### config.mk
export PLATFORM = sky130hd
export DESIGN_NAME = text_console_ctrl
export DESIGN_NICKNAME = d
export VERILOG_FILES = /design/src/rtl/text_console_ctrl.sv
export SDC_FILE = /design/constraint.sdc
export NUM_CORES = 1
export LEC_CHECK = 0
export CAP_MARGIN = 25
export CELL_PAD_IN_SITES_DETAIL_PLACEMENT = 1
export CELL_PAD_IN_SITES_GLOBAL_PLACEMENT = 1
export CORE_ASPECT_RATIO = 1.5
export CORE_MARGIN = 5
export CORE_UTILIZATION = 53
export DETAILED_ROUTE_END_ITERATION = 8
export DONT_BUFFER_PORTS = 1
export GPL_TIMING_DRIVEN = 0
export HOLD_SLACK_MARGIN = 0.12
export PLACE_DENSITY = 0.89
export SYNTH_ARGS = -nofsm -noshare
export SYNTH_HDL_FRONTEND = slang
export SYNTH_SLANG_ARGS = --single-unit
### constraint.sdc
create_clock -name clk -period 6.9 [get_ports clk]
set_clock_uncertainty 0.2 [all_clocks]
set_input_delay 1.035 -clock clk [delete_from_list [all_inputs] [get_ports clk]]
set_output_delay 1.035 -clock clk [all_outputs]
set_load 0.02 [all_outputs]
### src/rtl/text_console_ctrl.sv
// ---------------------------------------------------------------------------
// text_console_ctrl
//
// Owns the write port of the COLS x ROWS character grid RAM that the VGA
// text renderer reads. After reset it clears the whole grid and paints the
// "TELETYPE" title. It then accepts bytes over a valid/ready handshake and
// keeps a cursor inside a fixed text window. Printable bytes, backspace,
// line feed and form feed are interpreted, and each cell update is a single
// registered RAM write.
//
// Ports:
//   clk       system/pixel clock
//   reset     asynchronous, active-low reset
//   in_valid  byte available from the keyboard/UART path
//   in_data   ASCII byte
//   in_ready  block accepts a byte this cycle (IDLE only)
//   wr_en     grid RAM write strobe (registered)
//   wr_addr   row*COLS+col of the write (registered, held when wr_en=0)
//   wr_data   character code to write (registered, held when wr_en=0)
//   cur_x     cursor column
//   cur_y     cursor row
//   busy      high while an init or window-clear sweep is running
// ---------------------------------------------------------------------------
module text_console_ctrl #(
    parameter int COLS   = 80,
    parameter int ROWS   = 30,
    parameter int WIN_X0 = 20,
    parameter int WIN_X1 = 59,
    parameter int WIN_Y0 = 8,
    parameter int WIN_Y1 = 24,
    parameter int ADDR_W = 12
) (
    input  logic              clk,
    input  logic              reset,
    input  logic              in_valid,
    input  logic [7:0]        in_data,
    output logic              in_ready,
    output logic              wr_en,
    output logic [ADDR_W-1:0] wr_addr,
    output logic [7:0]        wr_data,
    output logic [6:0]        cur_x,
    output logic [4:0]        cur_y,
    output logic              busy
);

    // Window bounds and grid constants at the widths of the signals they
    // are compared with, so every comparison is width-matched.
    localparam logic [6:0]        X0        = 7'(WIN_X0);
    localparam logic [6:0]        X1        = 7'(WIN_X1);
    localparam logic [4:0]        Y0        = 5'(WIN_Y0);
    localparam logic [4:0]        Y1        = 5'(WIN_Y1);
    localparam logic [ADDR_W-1:0] COLS_A    = ADDR_W'(COLS);
    localparam logic [ADDR_W-1:0] LAST_CELL = ADDR_W'(COLS * ROWS - 1);

    // The title sits on row 4, columns 36..43.
    localparam logic [6:0]        TITLE_COL = 7'd36;
    localparam logic [4:0]        TITLE_ROW = 5'd4;

    typedef enum logic [1:0] {
        INIT_CLR,
        INIT_TITLE,
        IDLE,
        WIN_CLR
    } state_t;

    state_t            state, state_nxt;
    logic [ADDR_W-1:0] clr_cnt, clr_cnt_nxt;
    logic [2:0]        title_idx, title_idx_nxt;
    logic [6:0]        sweep_x, sweep_x_nxt;
    logic [4:0]        sweep_y, sweep_y_nxt;
    logic [6:0]        cur_x_nxt;
    logic [4:0]        cur_y_nxt;
    logic              wr_en_nxt;
    logic [ADDR_W-1:0] wr_addr_nxt;
    logic [7:0]        wr_data_nxt;
    logic [6:0]        bs_x;
    logic [4:0]        bs_y;
    logic              accept;

    // Row*COLS is formed at the full address width so legal coordinates
    // never truncate.
    function automatic logic [ADDR_W-1:0] cell_addr(input logic [6:0] x,
                                                    input logic [4:0] y);
        return ADDR_W'(y) * COLS_A + ADDR_W'(x);
    endfunction

    // Row advance wraps back to the top of the window; there is no scroll.
    function automatic logic [4:0] next_row(input logic [4:0] y);
        return (y < Y1) ? y + 5'd1 : Y0;
    endfunction

    function automatic logic [7:0] title_char(input logic [2:0] idx);
        logic [7:0] c;
        c = 8'h00;
        case (idx)
            3'd0: c = 8'h54;  // T
            3'd1: c = 8'h45;  // E
            3'd2: c = 8'h4C;  // L
            3'd3: c = 8'h45;  // E
            3'd4: c = 8'h54;  // T
            3'd5: c = 8'h59;  // Y
            3'd6: c = 8'h50;  // P
            3'd7: c = 8'h45;  // E
            default: c = 8'h00;
        endcase
        return c;
    endfunction

    assign in_ready = (state == IDLE);
    assign busy     = (state != IDLE);
    assign accept   = in_valid && in_ready;

    // State, sweep counters, cursor and the registered RAM write port.
    // Reset aborts any sweep or write in flight and restarts the init clear.
    always_ff @(posedge clk or negedge reset) begin
        if (!reset) begin
            state     <= INIT_CLR;
            clr_cnt   <= '0;
            title_idx <= '0;
            sweep_x   <= X0;
            sweep_y   <= Y0;
            cur_x     <= X0;
            cur_y     <= Y0;
            wr_en     <= 1'b0;
            wr_addr   <= '0;
            wr_data   <= '0;
        end else begin
            state     <= state_nxt;
            clr_cnt   <= clr_cnt_nxt;
            title_idx <= title_idx_nxt;
            sweep_x   <= sweep_x_nxt;
            sweep_y   <= sweep_y_nxt;
            cur_x     <= cur_x_nxt;
            cur_y     <= cur_y_nxt;
            wr_en     <= wr_en_nxt;
            wr_addr   <= wr_addr_nxt;
            wr_data   <= wr_data_nxt;
        end
    end

    // Next-state and next-write logic. The write address/data registers
    // hold their previous contents unless a write is issued, so the RAM
    // port is quiet between writes.
    always_comb begin
        state_nxt     = state;
        clr_cnt_nxt   = clr_cnt;
        title_idx_nxt = title_idx;
        sweep_x_nxt   = sweep_x;
        sweep_y_nxt   = sweep_y;
        cur_x_nxt     = cur_x;
        cur_y_nxt     = cur_y;
        wr_en_nxt     = 1'b0;
        wr_addr_nxt   = wr_addr;
        wr_data_nxt   = wr_data;

        // Backspace target: step left, or to the end of the previous row,
        // or stay put in the top-left corner of the window.
        bs_x = cur_x;
        bs_y = cur_y;
        if (cur_x > X0) begin
            bs_x = cur_x - 7'd1;
        end else if (cur_y > Y0) begin
            bs_x = X1;
            bs_y = cur_y - 5'd1;
        end

        case (state)
            INIT_CLR: begin
                wr_en_nxt   = 1'b1;
                wr_addr_nxt = clr_cnt;
                wr_data_nxt = 8'h00;
                if (clr_cnt == LAST_CELL) begin
                    clr_cnt_nxt = '0;
                    state_nxt   = INIT_TITLE;
                end else begin
                    clr_cnt_nxt = clr_cnt + 1'b1;
                end
            end

            INIT_TITLE: begin
                wr_en_nxt   = 1'b1;
                wr_addr_nxt = cell_addr(TITLE_COL + {4'b0000, title_idx}, TITLE_ROW);
                wr_data_nxt = title_char(title_idx);
                if (title_idx == 3'd7) begin
                    title_idx_nxt = 3'd0;
                    state_nxt     = IDLE;
                end else begin
                    title_idx_nxt = title_idx + 3'd1;
                end
            end

            IDLE: begin
                if (accept) begin
                    if (in_data >= 8'h20 && in_data <= 8'h7E) begin
                        wr_en_nxt   = 1'b1;
                        wr_addr_nxt = cell_addr(cur_x, cur_y);
                        wr_data_nxt = in_data;
                        if (cur_x < X1) begin
                            cur_x_nxt = cur_x + 7'd1;
                        end else begin
                            cur_x_nxt = X0;
                            cur_y_nxt = next_row(cur_y);
                        end
                    end else if (in_data == 8'h0A) begin
                        cur_x_nxt = X0;
                        cur_y_nxt = next_row(cur_y);
                    end else if (in_data == 8'h08) begin
                        cur_x_nxt   = bs_x;
                        cur_y_nxt   = bs_y;
                        wr_en_nxt   = 1'b1;
                        wr_addr_nxt = cell_addr(bs_x, bs_y);
                        wr_data_nxt = 8'h00;
                    end else if (in_data == 8'h0C) begin
                        state_nxt   = WIN_CLR;
                        sweep_x_nxt = X0;
                        sweep_y_nxt = Y0;
                    end
                end
            end

            WIN_CLR: begin
                wr_en_nxt   = 1'b1;
                wr_addr_nxt = cell_addr(sweep_x, sweep_y);
                wr_data_nxt = 8'h00;
                if (sweep_x == X1) begin
                    sweep_x_nxt = X0;
                    if (sweep_y == Y1) begin
                        sweep_y_nxt = Y0;
                        cur_x_nxt   = X0;
                        cur_y_nxt   = Y0;
                        state_nxt   = IDLE;
                    end else begin
                        sweep_y_nxt = sweep_y + 5'd1;
                    end
                end else begin
                    sweep_x_nxt = sweep_x + 7'd1;
                end
            end

            default: begin
                state_nxt = INIT_CLR;
            end
        endcase
    end

endmodule

Word level (Yosys, flattened, before mapping)
Memories as Yosys holds them, arrays and structs flattened.
Cells that the tools add are included.
{"block": "word_totals", "inputBits": 11, "memories": 1, "wordCells": 132, "romBits": 32, "out_inout_bits": 35, "regBits": 62}
{"block": "op_classes", "n_addsub": 13, "magnitude_cmp": 6, "n_mul": 3, "reduce_logical": 12, "muxes": 63, "n_eq_ne": 24}
{"memory": "(name not given)", "words": 8, "width": 4, "read_ports": 1, "rd_clocked_by_memory_dff": 0, "wr": 0, "line_no": "95", "rtl": "case (idx)"}
{"cell": "two-way mux 7 bit", "count": 15}
{"cell": "two-way mux 5 bit", "count": 17}
{"cell": "two-way mux 12 bit", "count": 5}
{"cell": "case mux 12 bit (4 select lines)", "count": 1}
{"cell": "adder 12 x 7 -> 12 bit", "count": 3}
{"cell": "two-way mux 8 bit", "count": 4}
{"cell": "case mux 7 bit (2 select lines)", "count": 2}
{"cell": "equality test 8 x 4 -> 1 bit, second input constant", "count": 3}
{"cell": "multiplier 5 x 3 -> 8 bit, second input constant", "count": 3}
{"cell": "case mux 8 bit (3 select lines)", "count": 1}
{"cell": "case mux 5 bit (2 select lines)", "count": 2}
{"cell": "two-way mux 2 bit", "count": 9}
{"cell": "!= test 2 bit, second input constant", "count": 8}
{"cell": "adder 7 x 1 -> 7 bit, second input constant", "count": 2}
{"cell": "adder 12 x 1 -> 12 bit, second input constant", "count": 1}
{"cell": "equality test 12 bit, second input constant", "count": 1}
{"cell": "AND reduction 6 bit", "count": 2}
{"cell": "adder 5 x 1 -> 5 bit, second input constant", "count": 2}
{"cell": "adder 9 x 7 -> 10 bit, first input constant", "count": 1}
{"cell": "AND reduction 9 bit", "count": 1}
{"cell": ">= comparator 8 x 6 -> 1 bit, second input constant", "count": 1}
{"cell": "<= comparator 8 x 7 -> 1 bit, second input constant", "count": 1}
{"cell": "case mux 2 bit (4 select lines)", "count": 1}
{"cell": "adder 6 x 3 -> 7 bit, first input constant", "count": 1}
{"cell": "27 further kinds", "count": 34}

Longest topological paths before layout
Gate-level depths: netlist of the first run.
{"block": "logic_depth", "depth_word": 10, "ltp_mapped": 18, "depth_no_buf": 17}

Least setup slack after synthesis of the first run
Ideal clock, no wire load.
{"block": "synth_timing", "kind": "flip-flop to flip-flop", "start": "register cur_x[0]", "end": "register wr_addr[11]", "path_stages_with_launch": 16, "t_arrival_ns": 3.575, "path_slack_ns": 3.048, "required_time_ns": 6.623, "setup_ns": 0.077, "synth_period_minus_slack_ns": 3.852, "path_buffers": 1, "path_cell_list": "dfrtp_1 -> inv_1 -> ha_1 -> nand3b_1 -> and2_1 -> buf_6 -> a31oi_2 -> ha_1 -> fa_1 -> nand2_1 -> nor2_1 -> nand2_1 -> o211ai_1 -> nand2_1 -> o32a_1 -> o21ai_1"}
{"block": "synth_between", "elab_chain_len": 9, "elab_cells_between_ends": 13, "cone_classes": "add/sub: 3; mul: 1; order compare: 1; mux: 8"}
{"item": "start, declared", "line_no": "41", "rtl": "output logic [6:0] cur_x,"}
{"item": "start signal, assigned", "line_no": "133", "rtl": "cur_x <= cur_x_nxt;"}
{"item": "> comparator 7 x 5 -> 1 bit", "line_no": "160", "rtl": "if (cur_x > X0) begin"}
{"item": "two-way mux 5 bit", "line_no": "160"}
{"item": "multiplier 5 x 3 -> 8 bit", "line_no": "84", "rtl": "return ADDR_W'(y) * COLS_A + ADDR_W'(x);"}
{"item": "adder 12 x 7 -> 12 bit", "line_no": "84"}
{"item": "two-way mux 12 bit", "line_no": "207", "rtl": "end else if (in_data == 8'h08) begin"}
{"item": "two-way mux 12 bit", "line_no": "204", "rtl": "end else if (in_data == 8'h0A) begin"}
{"item": "two-way mux 12 bit *", "line_no": "194", "rtl": "if (in_data >= 8'h20 && in_data <= 8'h7E) begin"}
{"item": "two-way mux 12 bit *", "line_no": "193", "rtl": "if (accept) begin"}
{"item": "case mux 12 bit (4 select lines) *", "line_no": "167", "rtl": "case (state)"}
{"item": "end signal, assigned", "line_no": "136", "rtl": "wr_addr <= wr_addr_nxt;"}
{"item": "end, declared", "line_no": "39", "rtl": "output logic [ADDR_W-1:0] wr_addr,"}
Every way passes the cells marked *; elsewhere a longest branch is shown, timed or not. The select of a mux whose other input is x is not followed.
A chain may end at the register's enable or synchronous reset.

Worst setup path in the final report of the first run
{"block": "layout_timing", "start": "register cur_y[0]", "end": "register wr_addr[9]"}
{"block": "layout_between", "elab_chain_len": 10, "elab_cells_between_ends": 15, "cone_classes": "add/sub: 3; mul: 2; order compare: 1; mux: 9"}
{"item": "start, declared", "line_no": "42", "rtl": "output logic [4:0] cur_y,"}
{"item": "start signal, assigned", "line_no": "134", "rtl": "cur_y <= cur_y_nxt;"}
{"item": "subtractor 5 x 1 -> 5 bit or > comparator 5 x 4 -> 1 bit (tied branches)", "line_no": "164, 162"}
{"item": "two-way mux 5 bit", "line_no": "162", "rtl": "end else if (cur_y > Y0) begin"}
{"item": "two-way mux 5 bit", "line_no": "160"}
{"item": "multiplier 5 x 3 -> 8 bit", "line_no": "84"}
{"item": "adder 12 x 7 -> 12 bit", "line_no": "84"}
{"item": "two-way mux 12 bit", "line_no": "207"}
{"item": "two-way mux 12 bit", "line_no": "204"}
{"item": "two-way mux 12 bit *", "line_no": "194"}
{"item": "two-way mux 12 bit *", "line_no": "193"}
{"item": "case mux 12 bit (4 select lines) *", "line_no": "167"}
Marks and branches as above.

==> results of run 1 <==
==> cells in the final DEF, fill, tap and decap left out, types with 4 or more instances in the layout <==
| master | n |
|---|---|
| a21o_1 | 11 |
| a21oi_1 | 48 |
| a221oi_1 | 6 |
| a22o_1 | 4 |
| a31oi_1 | 6 |
| and3_1 | 4 |
| buf_2 | 5 |
| clkbuf_1 | 19 |
| clkbuf_16 | 9 |
| dfrtp_1 | 56 |
| dfstp_2 | 6 |
| fa_1 | 6 |
| ha_1 | 46 |
| inv_1 | 36 |
| mux2i_1 | 5 |
| nand2_1 | 64 |
| nand2b_1 | 7 |
| nand3_1 | 23 |
| nand3b_1 | 5 |
| nand4_1 | 6 |
| nor2_1 | 49 |
| nor2b_1 | 6 |
| nor3_1 | 9 |
| nor3b_1 | 4 |
| nor4_1 | 4 |
| o211ai_1 | 10 |
| o21a_1 | 7 |
| o21ai_0 | 55 |
| o31ai_1 | 6 |
| or2_2 | 4 |
| xnor2_1 | 18 |
| xor2_1 | 16 |
==> sequential cells by signal, indices dropped and copies added, names as in the netlist, 3 cells and up <==
signal / flops
title_idx: 3
sweep_y: 5
wr_addr: 12
wr_data: 8
clr_cnt: 12
sweep_x: 7
cur_y: 5
cur_x: 7
==> final timing paths <==
kind	cells past startpoint	end
setup reg to reg	16	wr_addr[9]
max in group asynchronous	0	sweep_x[2]
min in group clk	1	clr_cnt[4]
hold / removal	0	cur_x[3]
setup / recovery	16	wr_addr[9]
hold reg to reg	1	clr_cnt[4]
==> layout make-up <==
type,instances,area [um^2]
Fill cell,1176,4000
Multi-Input combinational cell,482,3280
Sequential cell,62,1560
Clock buffer,9,225
Tap cell,115,144
Inverter,37,139
Buffer,28,126
Clock inverter,7,104
==> logic make-up (layout without fill, tap and decap cells) <==
logic type      count (synthesis)  after routing  share of synthesized area (%)
compound gates                188            188                           23.9
simple gates                  199            199                           19.0
flops                          62             62                           30.5
xor+xnor                       35             35                           6.15
fa+ha+maj                      52             52                           13.6
mux                             8              8                           1.64
buf+inv                        65             81                           5.19
==> per-layer routing <==
layer,up-vias,GRT usage (%)
met2,143,51.2
met3,56,5.25
li1,2200,-
met1,2399,29.3
met4,0,18.1
met5,-,0
==> critical path, cell delays in order (launching register included) <==
cell,delay (ns)
dfrtp_1,0.58
inv_1,0.22
ha_1,0.21
nand2b_1,0.06
a21oi_1,0.35
nor2_2,0.17
o21ai_0,0.60
xnor2_1,0.14
ha_1,0.27
fa_1,0.56
nand2_1,0.08
nor2_1,0.36
xor2_1,0.14
nor2_1,0.14
a21oi_1,0.06
a221oi_1,0.51
o21ai_0,0.16
==> where the power goes <==
group / internal, mW / switching [mW] / total (mW)
Sequential: 0.370 / 0.0210 / 0.391
Combinational: 0.102 / 0.156 / 0.258
Clock: 0.321 / 0.188 / 0.509
Total: 0.794 / 0.365 / 1.16
==> metrics by stage <==
stage	setup WS, ns	utilization, %	area [um^2]	hold slack (ns)	std cells
floorplan	3.05	-	5110	0.261	609
global placement	2.26	54.8	5250	0.276	724
detailed placement	2.03	54.8	5250	0.304	724
CTS	2.01	58.3	5580	0.176	740
global route	1.70	58.3	5580	0.167	740
finish	1.95	58.3	5580	0.176	740
==> impl_metrics.env, run 1 <==
export IMPL_status="finished clean"
export IMPL_worstMarginPinSlew_ns=0.946
export IMPL_grt_usage_pct=28.0
export IMPL_crit_start="cur_y[0]"
export IMPL_ctsHoldBuffers=0
export IMPL_ir_drop_v=0.000148
export IMPL_power_mw=1.16
export IMPL_syn_area_um2=5110
export IMPL_cts_root_buf="clkbuf_16"
export IMPL_cts_sinks=62
export IMPL_wl_per_cell_um=21.8
export IMPL_dpl_hpwl_mm=12.1
export IMPL_routed_top_layer="met4"
export IMPL_cp_required_ns=6.91
export IMPL_crit_type="register to register"
export IMPL_h_tree_depth=3
export IMPL_reg2reg_slack_ns=1.95
export IMPL_cts_resized=0
export IMPL_areaGrowthSynthToFinish_pct=9.26
export IMPL_drc=0
export IMPL_tns_ns=0
export IMPL_layout_drive_gt1_share_pct=7.84
export IMPL_path_clk_slew_ns=0.06
export IMPL_end_kind="register"
export IMPL_die_area_um2=11700
export IMPL_start_util_pct=53.3
export IMPL_yosys_warnings=0
export IMPL_synth_most_common_cell="nand2_1"
export IMPL_p_per_area_nw_per_um2=208
export IMPL_synth_cell_types=70
export IMPL_ys_seq_elements=62
export IMPL_grt_max_degree=63
export IMPL_clock_path_buffers=2
export IMPL_gp_congestion=0.861
export IMPL_hp_class="input port to async pin"
export IMPL_yosysTopAreaCellShare_pct=27.4
export IMPL_gr_total_overflow=0
export IMPL_worst_path_max_fanout=9
export IMPL_synth_edf_count=0
export IMPL_synth_nets=672
export IMPL_synth_largest_area_cell="dfrtp_1"
export IMPL_critPathArrivalTime_ns=4.96
export IMPL_wl_met1_mm=5.98
export IMPL_rsz0062_at_grt="no"
export IMPL_maxSlewViolCount=0
export IMPL_wl_met2_mm=8.55
export IMPL_antenna_cells=0
export IMPL_min_period_ns=4.95
export IMPL_die_w_um=90.2
export IMPL_yosys_top_cells_count="64 x nand2_1, 56 x dfrtp_1, 55 x o21ai_0"
export IMPL_yosysSeqAreaShare_pct=30.5
export IMPL_post_cts_setup_buffers=0
export IMPL_fmax_mhz=202
export IMPL_cts_buffers=9
export IMPL_syn_avg_cell_area_um2=8.39
export IMPL_ys_dominant_reg_cell="dfrtp_1"
export IMPL_insertion_delay_ns=0.35
export IMPL_port_buffers=0
export IMPL_synth_async_reset_ratio_pct=100
export IMPL_finalHoldViolCount=0
export IMPL_startpoint_type="register"
export IMPL_wirelength_mm=16.2
export IMPL_num_vias=4798
export IMPL_die_height_um=130
export IMPL_synthTopCellsByArea="dfrtp_1 27%, ha_1 11%, o21ai_0 5.4%"
export IMPL_vias_per_cell=6.48
export IMPL_p_leak_nw=2.47
export IMPL_cap_violations=0
export IMPL_grt_pass1_wl_mm=26.2
export IMPL_grt_pass1_vias=5233
export IMPL_post_route_period_util_pct=71.7
export IMPL_coreArea_um2=9580
export IMPL_antenna_left=0
export IMPL_antenna_found_initial=0
export IMPL_final_setup_viol_count=0
export IMPL_syn_inst=609
export IMPL_rows=44
export IMPL_cts_tree="done"
export IMPL_nets=683
export IMPL_io_pins=46
export IMPL_drtIter0Drc=258
export IMPL_r2r_start="cur_y[0]"
export IMPL_dr_pass1_iters=5
export IMPL_wl_met3_um=739
export IMPL_max_slew_margin_pct=36.5
Power figures use the tool's default switching activity.
==> run 2, diff against run 1 <==
Settings changed: CORE_UTILIZATION 53 to 44, PLACE_DENSITY 0.89 to 0.8.
Clock period 6.9 ns to 4.32 ns, I/O delays scaled along.
==> run 2 against run 1 <==
Compared with the run above:
- worst hold slack improved by 0.056 ns
- clock power increased by 62%
- highest routed layer unchanged
- final area increased by 2.7%
- clock-buffer cell count unchanged
- largest power group unchanged
- cell count increased by 5.4%
- die area increased by 18%
- wire length about the same
- core utilization decreased by 8.3 points
==> impl_metrics.env, run 2 (synthesis results as in run 1) <==
export IMPL_hold_depth=1
export IMPL_dpl_hpwl_mm=12.1
export IMPL_p_per_area_nw_per_um2=331
export IMPL_areaGrowthSynthToFinish_pct=12.2
export IMPL_hold_path_startpoint="in_data[5]"
export IMPL_r2r_start="cur_x[0]"
export IMPL_critPathSlowestCell="fa_1"
export IMPL_power_frac_clock_pct=43.6
export IMPL_path_clk_slew_ns=0.06
export IMPL_cp_required_ns=4.33
export IMPL_drc=0
export IMPL_cts_root_buf="clkbuf_16"
export IMPL_start_util_pct=44.5
export IMPL_clock_path_buffers=2
export IMPL_grt_met2_usage_pct=44.8
export IMPL_grt_pass1_wl_mm=26.4
export IMPL_crit_buf_inv=2
export IMPL_cpLargestDelayFamily="adder cells"
export IMPL_gr_total_overflow=0
export IMPL_status="finished clean"
export IMPL_worst_path_max_fanout=8
export IMPL_nets=688
export IMPL_gp_congestion=0.858
export IMPL_startpoint_type="register"
export IMPL_antenna_cells=0
export IMPL_grt_pass1_vias=5114
export IMPL_cts_buffers=9
export IMPL_insertion_delay_ns=0.35
export IMPL_h_tree_depth=3
export IMPL_io_pins=46
export IMPL_num_vias=4721
export IMPL_final_area_um2=5730
export IMPL_cts_tree="done"
export IMPL_die_area_um2=13900
export IMPL_path_cells="inv_1, ha_1, nand3b_1, and2_1, buf_6, nand3_4, a21oi_4, xnor2_1, ha_1, fa_1, nand2_1, nor2_4, xor2_1, nor2_1, a21oi_1, a221oi_2, o21ai_0"
export IMPL_reg2reg_slack_ns=0.22
export IMPL_wirelength_mm=16.1
export IMPL_post_route_period_util_pct=94.9
export IMPL_power_frac_comb_pct=23.4
export IMPL_layout_common_cells="64 x nand2_1, 54 x o21ai_0, 52 x dfrtp_1"
export IMPL_fmax_mhz=244
export IMPL_grt_usage_pct=23.8
export IMPL_utilization_pct=50.0
export IMPL_finalHoldViolCount=0
export IMPL_reg2reg_to="wr_addr[9]"
export IMPL_coreArea_um2=11500
export IMPL_cts_sinks=62
export IMPL_swShare_pct=32.5
export IMPL_top_regs="clr_cnt x12, wr_addr x12, wr_data x8"
export IMPL_p_sw_uw=616
export IMPL_grt_busiest_layer="met2"
export IMPL_rsz0062_at_grt="no"
export IMPL_slowest_delay_ns=0.56
export IMPL_maxSlewViolCount=0
export IMPL_cpMostUsedCell="ha_1"
export IMPL_antenna_found_initial=0
export IMPL_final_setup_viol_count=0
export IMPL_use_met3_pct=4.86
export IMPL_ir_drop_v=0.000214
export IMPL_worstMarginPinSlew_ns=0.897
export IMPL_die_w_um=98.0
export IMPL_min_period_ns=4.10
export IMPL_seqPwrFrac_pct=33.0
export IMPL_max_slew_margin_pct=40.2
export IMPL_grt_max_degree=63
export IMPL_drtIter0Drc=200
export IMPL_layout_drive_gt1_share_pct=9.84
export IMPL_intPower_mw=1.28
export IMPL_postPlaceCellArea_um2=5300
export IMPL_dr_pass1_iters=4
export IMPL_critPathArrivalTime_ns=4.11
export IMPL_vias_per_cell=6.05
export IMPL_crit_type="register to register"
export IMPL_rows=48
export IMPL_power_mw=1.90
export IMPL_hold_path_endpoint="wr_data[5]"
export IMPL_wl_per_cell_um=20.7
export IMPL_cap_violations=0
export IMPL_hp_class="input port to register"
export IMPL_die_height_um=142
export IMPL_p_leak_nw=2.51
export IMPL_end_kind="register"
export IMPL_port_buffers=0
export IMPL_rr_worst_depth=17
export IMPL_grt_met1_usage_pct=25.2
export IMPL_final_common_cell="nand2_1"
export IMPL_antenna_left=0
[run 2: worst max path at each step]
stage / startpoint / endpoint / slack [ns] / depth (start not counted)
finish: cur_x[0] / wr_addr[9] / 0.22 / 17
detailed placement: cur_y[0] / wr_addr[9] / -0.53 / 16
CTS: cur_x[0] / wr_addr[9] / 0.03 / 16
global placement: cur_y[0] / wr_addr[9] / -0.37 / 16
global route: cur_x[0] / wr_addr[9] / 0.008 / 17
floorplan: cur_x[0] / wr_addr[11] / 0.47 / 15
[run 2: power groups by stage]
stage	clock network [mW]	logic (mW)	registers, mW
2_1_floorplan	0	0.313	0.627
3_3_place_gp	0	0.382	0.635
3_5_place_dp	0	0.402	0.635
4_1_cts	0.838	0.429	0.625
5_1_grt	0.867	0.490	0.627
6_report	0.827	0.444	0.625
[run 2: timing repair]
action                     CTS  global route
hold buffers                 2             0
hold endpoints to repair    62             0
setup endpoints to repair    2             2
resized for setup           10             3
pin swaps                    0             2
buffers inserted             0             3
[run 2: metal layers]
| layer | part of all wire, % | wire length, um |
|---|---|---|
| met1 | 37 | 5980 |
| met2 | 54 | 8780 |
| met3 | 4.8 | 772 |
| met4 | 3.8 | 609 |
| met5 | 0 | 0 |
[run 2: final cells by class]
class | count | area, um^2
multi-input cells | 482 | 3330
inverters | 37 | 139
flip-flops and latches | 62 | 1560
clock buffers | 9 | 225
plain buffers | 28 | 126
fillers | 1419 | 5740
repair buffers | 5 | 57.6
clock inverters | 7 | 104
well taps | 150 | 188
[run 2: metrics by stage]
| stage | setup TNS, ns | worst slack, ns | hold WS (ns) | instances |
|---|---|---|---|---|
| floorplan | 0 | 0.468 | 0.152 | 609 |
| finish | 0 | 0.220 | 0.232 | 780 |
| CTS | 0 | 0.0313 | 0.224 | 777 |
| global route | 0 | 0.00805 | 0.231 | 780 |
| global placement | -0.484 | -0.372 | 0.155 | 759 |
| detailed placement | -0.772 | -0.526 | 0.155 | 759 |
